--- src/rtl/xs3_digit_sequencer.sv ---
// Packed binary/BCD to Excess-3 converter: one shared 4-bit adder walks the digits serially.
// Optional build macro XS3_BCD_CHECK_EN adds out_err, flagging any input digit above 9.
module xs3_digit_sequencer #(
  parameter int unsigned DIGITS = 4
) (
  input  logic                  clk,
  input  logic                  rst_n,
  input  logic                  in_valid,
  output logic                  in_ready,
  input  logic [4*DIGITS-1:0]   in_data,
  output logic                  out_valid,
  input  logic                  out_ready,
  output logic [4*DIGITS-1:0]   out_data,
  output logic                  busy,
  output logic [2:0]            digit_idx
`ifdef XS3_BCD_CHECK_EN
  ,
  output logic                  out_err
`endif
);

  typedef enum logic [1:0] {StIdle, StConv, StDone} state_e;

  localparam logic [2:0] LastIdx = 3'(DIGITS - 1);

  state_e              state_q;
  logic [4*DIGITS-1:0] in_q;
  logic [4*DIGITS-1:0] out_q;
  logic [2:0]          idx_q;
  logic [3:0]          cur_digit;
  logic [3:0]          cur_xs3;
`ifdef XS3_BCD_CHECK_EN
  logic                err_q;
`endif

  // Select the digit under conversion; idx_q never exceeds DIGITS-1.
  always_comb begin
    cur_digit = '0;
    for (int i = 0; i < DIGITS; i++) begin
      if (idx_q == i[2:0]) cur_digit = in_q[4*i +: 4];
    end
  end

  // The single shared converter; carry out of bit 3 is dropped.
  assign cur_xs3 = cur_digit + 4'b0011;

  always_ff @(posedge clk or negedge rst_n) begin
    if (!rst_n) begin
      state_q <= StIdle;
      in_q    <= '0;
      out_q   <= '0;
      idx_q   <= '0;
`ifdef XS3_BCD_CHECK_EN
      err_q   <= 1'b0;
`endif
    end else begin
      case (state_q)
        StIdle: begin
          if (in_valid) begin
            in_q    <= in_data;
            out_q   <= '0;
            idx_q   <= '0;
`ifdef XS3_BCD_CHECK_EN
            err_q   <= 1'b0;
`endif
            state_q <= StConv;
          end
        end
        StConv: begin
          for (int i = 0; i < DIGITS; i++) begin
            if (idx_q == i[2:0]) out_q[4*i +: 4] <= cur_xs3;
          end
`ifdef XS3_BCD_CHECK_EN
          err_q <= err_q | (cur_digit > 4'd9);
`endif
          if (idx_q == LastIdx) begin
            idx_q   <= '0;
            state_q <= StDone;
          end else begin
            idx_q   <= idx_q + 3'd1;
          end
        end
        StDone: begin
          if (out_ready) state_q <= StIdle;
        end
        default: state_q <= StIdle;
      endcase
    end
  end

  assign in_ready  = (state_q == StIdle);
  assign out_valid = (state_q == StDone);
  assign busy      = (state_q != StIdle);
  assign digit_idx = idx_q;
  assign out_data  = out_q;
`ifdef XS3_BCD_CHECK_EN
  assign out_err   = err_q;
`endif

endmodule

--- config.mk ---
export PLATFORM = sky130hd
export DESIGN_NAME = xs3_digit_sequencer
export DESIGN_NICKNAME = d
export VERILOG_FILES = /design/src/rtl/xs3_digit_sequencer.sv
export SDC_FILE = /design/constraint.sdc
export NUM_CORES = 1
export LEC_CHECK = 0
export BUFFER_PORTS_ARGS = -buffer_cell sky130_fd_sc_hd__buf_2
export CAP_MARGIN = 10
export CORE_ASPECT_RATIO = 1.25
export CORE_MARGIN = 3
export CORE_UTILIZATION = 51
export CTS_CLUSTER_SIZE = 25
export DETAILED_ROUTE_END_ITERATION = 8
export GPL_ROUTABILITY_DRIVEN = 0
export PLACE_DENSITY = 0.76
export SLEW_MARGIN = 0
export SYNTH_ARGS = -nofsm -noshare
export SYNTH_HDL_FRONTEND = slang
export SYNTH_SLANG_ARGS = --single-unit
--- constraint.sdc ---
create_clock -name clk -period 4.95 [get_ports clk]
set_input_delay 0.495 -clock clk [delete_from_list [all_inputs] [get_ports clk]]
set_output_delay 0.495 -clock clk [all_outputs]
set_load 0.02 [all_outputs]
Word level (Yosys, flattened, before mapping)
Cells that the tools add are included.
- flip-flop bits (word level): 37
- input bits: 20
- output and inout bits: 22
- add/sub/neg operators: 2
- eq/ne operators: 11
- multiplexer cells: 17
- reductions and logical operators: 11
- operators with widths (operator ; count):
    $mux 4 ; 8
    $pmux 16 s2 ; 1
    $mux 16 ; 1
    $reduce_and 3->1 ; 5
    $ne 2x2->1 const B ; 5
    $eq 3x2->1 const B ; 2
    $mux 2 ; 3
    $mux 3 ; 2
    $pmux 2 s3 ; 1
    $pmux 3 s2 ; 1
    $add 4x2->4 const B ; 1
    $reduce_and 2->1 ; 2
    $reduce_bool 2->1 ; 2
    $add 3x1->3 const B ; 1
    $eq 3x1->1 const B ; 1
    $logic_not 3->1 ; 1
    $eq 2x1->1 const B ; 1
    $eq 2x2->1 const B ; 1
    $logic_not 2->1 ; 1
    $ne 2x1->1 const B ; 1

Logic depth before layout (Yosys ltp)
- depth in word-level cells: 8
- gate-level depth with buffers: 9

Least setup slack after synthesis
No wires, ideal clock.
- path type: reg-to-reg
- start: register idx_q[1] (netlist: digit_idx[1])
- end: register out_q[1] (netlist: out_data[1])
- setup time: 0.125 ns
- arrival: 2.089 ns
- data required time: 4.825 ns
- slack: 2.736 ns
- cell stages (with the launch flop): 10
- path buffers: 1
- period minus slack after synthesis: 2.214 ns
- path through: dfrtp_1 > inv_1 > ha_1 > buf_6 > nand3b_1 > a221oi_4 > nor2_1 > ha_1 > nor2_1 > mux2_2
- longest elaborated chain between the ends: 8
- RTL lines (element ; line ; source):
    start, declared ; 29 ; logic [2:0] idx_q;
    start signal, assigned ; 80 ; idx_q <= idx_q + 3'd1;
    $logic_not 3->1 ; 40, 71 ;
    $mux 4 (4 in series) ; 40 ; if (idx_q == i[2:0]) cur_digit = in_q[4*i +: 4];
    $add 4x2->4 ; 45 ; assign cur_xs3 = cur_digit + 4'b0011;
    $mux 4 ; 71 ; if (idx_q == i[2:0]) out_q[4*i +: 4] <= cur_xs3;
    $pmux 16 s2 ; 57 ; case (state_q)
    end signal, assigned by index ; 71 ;
    end, declared ; 28 ; logic [4*DIGITS-1:0] out_q;
Parallel ways exist; a longest one is shown, timed or not. The select of a mux whose other input is x is not followed.
A chain may end at the register's enable or synchronous reset.

Worst setup path in the final report
- start: register idx_q[0] (netlist: digit_idx[0])
- end: register out_q[2] (netlist: out_data[2])
Same word-level chain as after synthesis.

==> metrics.md <==
| Metric | Value |
|---|---|
| R2R Path Start | digit_idx[0] |
| Port bufs | 41 |
| Post-synth cell types | 37 |
| Gr usage total | about 22% |
| Post-synth EDFFs | 0 |
| Clk buf depth | 2 |
| Worst-case reg-to-reg path depth | 8 |
| Cell Area, Placed | 2090 sq um |
| Period Utilization, post-route | 48.4% |
| Setup CP Type | reg2reg |
| TritonCTS clock tree | done |
| Layout Cell Area excl Fill | between 2000 and 2500 sq um |
| Antenna fix cells | 0 |
| Vias per cell | roughly 5.6 |
| Reg2reg end | out_data[2] |
| Largest net degree at the start of global routing | 38 |
| MaxCap Viol Count | 0 |
| Critical Path AT | 2.56 ns |
| Dominant cell type by area after synthesis | dfrtp_1 |
| Die X-Extent | between 60 and 70 microns |
| Max-Slew Margin vs Limit | roughly 46% |
| RSZ-0062 raised after global routing | no |
| YS warnings | 0 |
| Status | complete, no violations |
| Net Count, Synth | ~220 |
| Setup TNS Final | 0 ns |
| Post-Syn Area | ~1900 sq um |
| Global-route wire length before repair | around 7200 microns |
| Max Freq | 418 MHz |
| Setup WS post-layout | ~2.6 ns |
| Minimum clock period | between 2 and 2.5 ns |
| Post-route DRC violation count | 0 |
| Drt first pass iters | 4 |
| Nets | between 200 and 300 |
| R2r setup slk | ~2.6 ns |
| Antenna violations before repair | 0 |
| Final hold viol count | 0 |
| Row count | 24 |
| Clk_skew | between 0.004 and 0.005 ns |
| Die ar. | approximately 4500 sq um |
| CTS resizes | 0 |
| IO Count | 42 |
| Core footprint | 3510 sq um |
| Seq/Total Area, Yosys | between 40% and 50% |
| Post-placement setup slack | between 2 and 3 ns |
| Post-DP HPWL | roughly 3200 microns |
| CP Data Required Time | slightly above 5 ns |
| Grt total ovfl | 0 |
| Post-CTS Hold Fix Bufs | 0 |
| Utilization after layout | between 60% and 70% |
| PwrDens | a little under 800 nW/um^2 |
| Tightest Pin Transition | a little over 0.8 ns |
| Post-synth top area share | around half |
| Final slew viol count | 0 |
| Post-route ant nets | 0 |
| Area growth syn-to-layout | 17.3% |
| CTS buffer count | 5 |
| CP Capture Type | flop |
| Peak supply drop | between 400 and 500 uV |
| Avg WL per Cell | 15.9 microns |
| Layout cells sized above 1 | between 20% and 30% |
| Mapped Cells | around 190 |
| Vias in the first global route | around 1500 |
| Critical path peak fanout | 11 |
| Clk Latency, worst-skew pair | 0.30 ns |
| Post-CTS Setup Bufs | 0 |
| Ys async rst share | between 90% and 100% |
| H-tree levels | 2 |
| Vias | between 1500 and 2000 |
| Avg Synthesized Cell Area | between 9 and 10 sq um |
| Worst-path clk slew | ~0.070 ns |
| Synth Register Bits | 37 |
| Ys flop type | dfrtp_1 |
| Drt total wl | between 4000 and 5000 microns |
| CTS sink count | 37 |
| Drt initial violations | 55 |
| Die H | ~74 microns |
| Worst hold path type | in2async |
| Initial Util | approximately 53% |
| Setup violations, final | 0 |
| Startpoint types | flop |
| Ranking of synthesized cells by area | dfrtp_1 49%, nand2_1 11%, mux2_2 4.2% |
| Leak pwr | 0.00112 uW |
| Placed Instances | between 200 and 300 |
| Cell Count, Final, Fillers Out | about 270 |
| Root buffer cell | clkbuf_8 |
[final cells by class]
cell class / instances / area [sq um]
inverter: 11 / 41.3
clock inverter: 1 / 30.0
clock buffer: 7 / 86.3
timing repair buffer: 41 / 205
tap: 39 / 48.8
fill: 320 / 1310
sequential: 37 / 926
multi-input combinational: 136 / 865
[report_power, final]
| part | switching [uW] | total (uW) | internal [uW] |
|---|---|---|---|
| Sequential | 93.7 | 532 | 438 |
| Combinational | 555 | 896 | 342 |
| Clock | 108 | 272 | 164 |
| Total | 756 | 1700 | 944 |
[cells by family (layout without fill, tap and decap cells)]
| family | after synthesis | in the layout | share of synthesized area (%) |
|---|---|---|---|
| AO/OA/AOI/OAI | 37 | 37 | 17.1 |
| XOR/XNOR | 1 | 1 | 0.466 |
| adder cells (fa/ha/maj) | 5 | 5 | 3.33 |
| buffers and inverters | 19 | 60 | 4.66 |
| flip-flops | 37 | 37 | 49.3 |
| multiplexers | 7 | 7 | 4.20 |
| AND/OR/NAND/NOR | 86 | 86 | 21.0 |
[registers in the layout, summed over array words and instances (netlist names)]
name	cells
out_data	16
in_q	16
digit_idx	3
state_q	2
[critical path: stages, from the launching register on]
cell      delay (ns)
dfrtp_1         0.41
inv_1           0.11
ha_1            0.44
a21oi_1         0.14
a221oi_4        0.35
nor2_1          0.11
ha_1            0.22
xnor2_1         0.34
o31ai_1         0.13
[routing by layer]
metal / GRT usage (%) / wire (microns) / vias up / share of wire [%]
li1: - / - / 740 / -
met1: 26.1 / 1770 / 718 / 41
met2: 37.5 / 2230 / 45 / 52
met3: 3.87 / 206 / 10 / 4.8
met4: 12.3 / 113 / 0 / 2.6
met5: 0 / 0 / - / 0
[cell usage after synthesis, types with 2 or more instances]
master	instances
nor4_1	3
dfrtp_1	37
a211o_1	3
a32o_1	2
nand3b_1	3
o21ai_0	5
o2111a_1	3
nor2b_1	3
o31ai_1	4
clkbuf_1	5
nand2b_1	7
inv_1	11
buf_6	2
a22o_1	2
nand2_1	55
ha_1	5
mux2_2	7
nor2_1	7
a21oi_1	10
[through the flow]
stage	hold WS [ns]	total power (uW)
final	0.286	1700
after global routing	0.344	1830
after CTS	0.310	1710
after detailed placement	0.471	1440
after global placement	0.464	1400
after floorplan	0.199	1200
[worst max path at each step]
| stage | start | endpoint | slack, ns |
|---|---|---|---|
| 3_5_place_dp | digit_idx[0] | out_data[2] | 2.56 |
| 6_report | digit_idx[0] | out_data[2] | 2.56 |
| 5_1_grt | digit_idx[0] | out_data[14] | 2.33 |
| 2_1_floorplan | digit_idx[1] | out_data[1] | 2.74 |
| 4_1_cts | digit_idx[0] | out_data[2] | 2.56 |
| 3_3_place_gp | digit_idx[0] | out_data[2] | 2.67 |
[cells in the final DEF, fill, tap and decap left out, types with 2 or more instances in the layout]
master    instances
o31ai_1           4
dfrtp_1          37
nand3b_1          3
ha_1              5
o2111a_1          3
buf_2            41
o21ai_0           5
nand2b_1          7
nor2_1            7
mux2_2            7
nand2_1          55
a32o_1            2
inv_1            11
clkbuf_8          6
nor2b_1           3
a21oi_1          10
nor4_1            3
a22o_1            2
a211o_1           3
No activity file was read; power rests on OpenSTA's default activity.
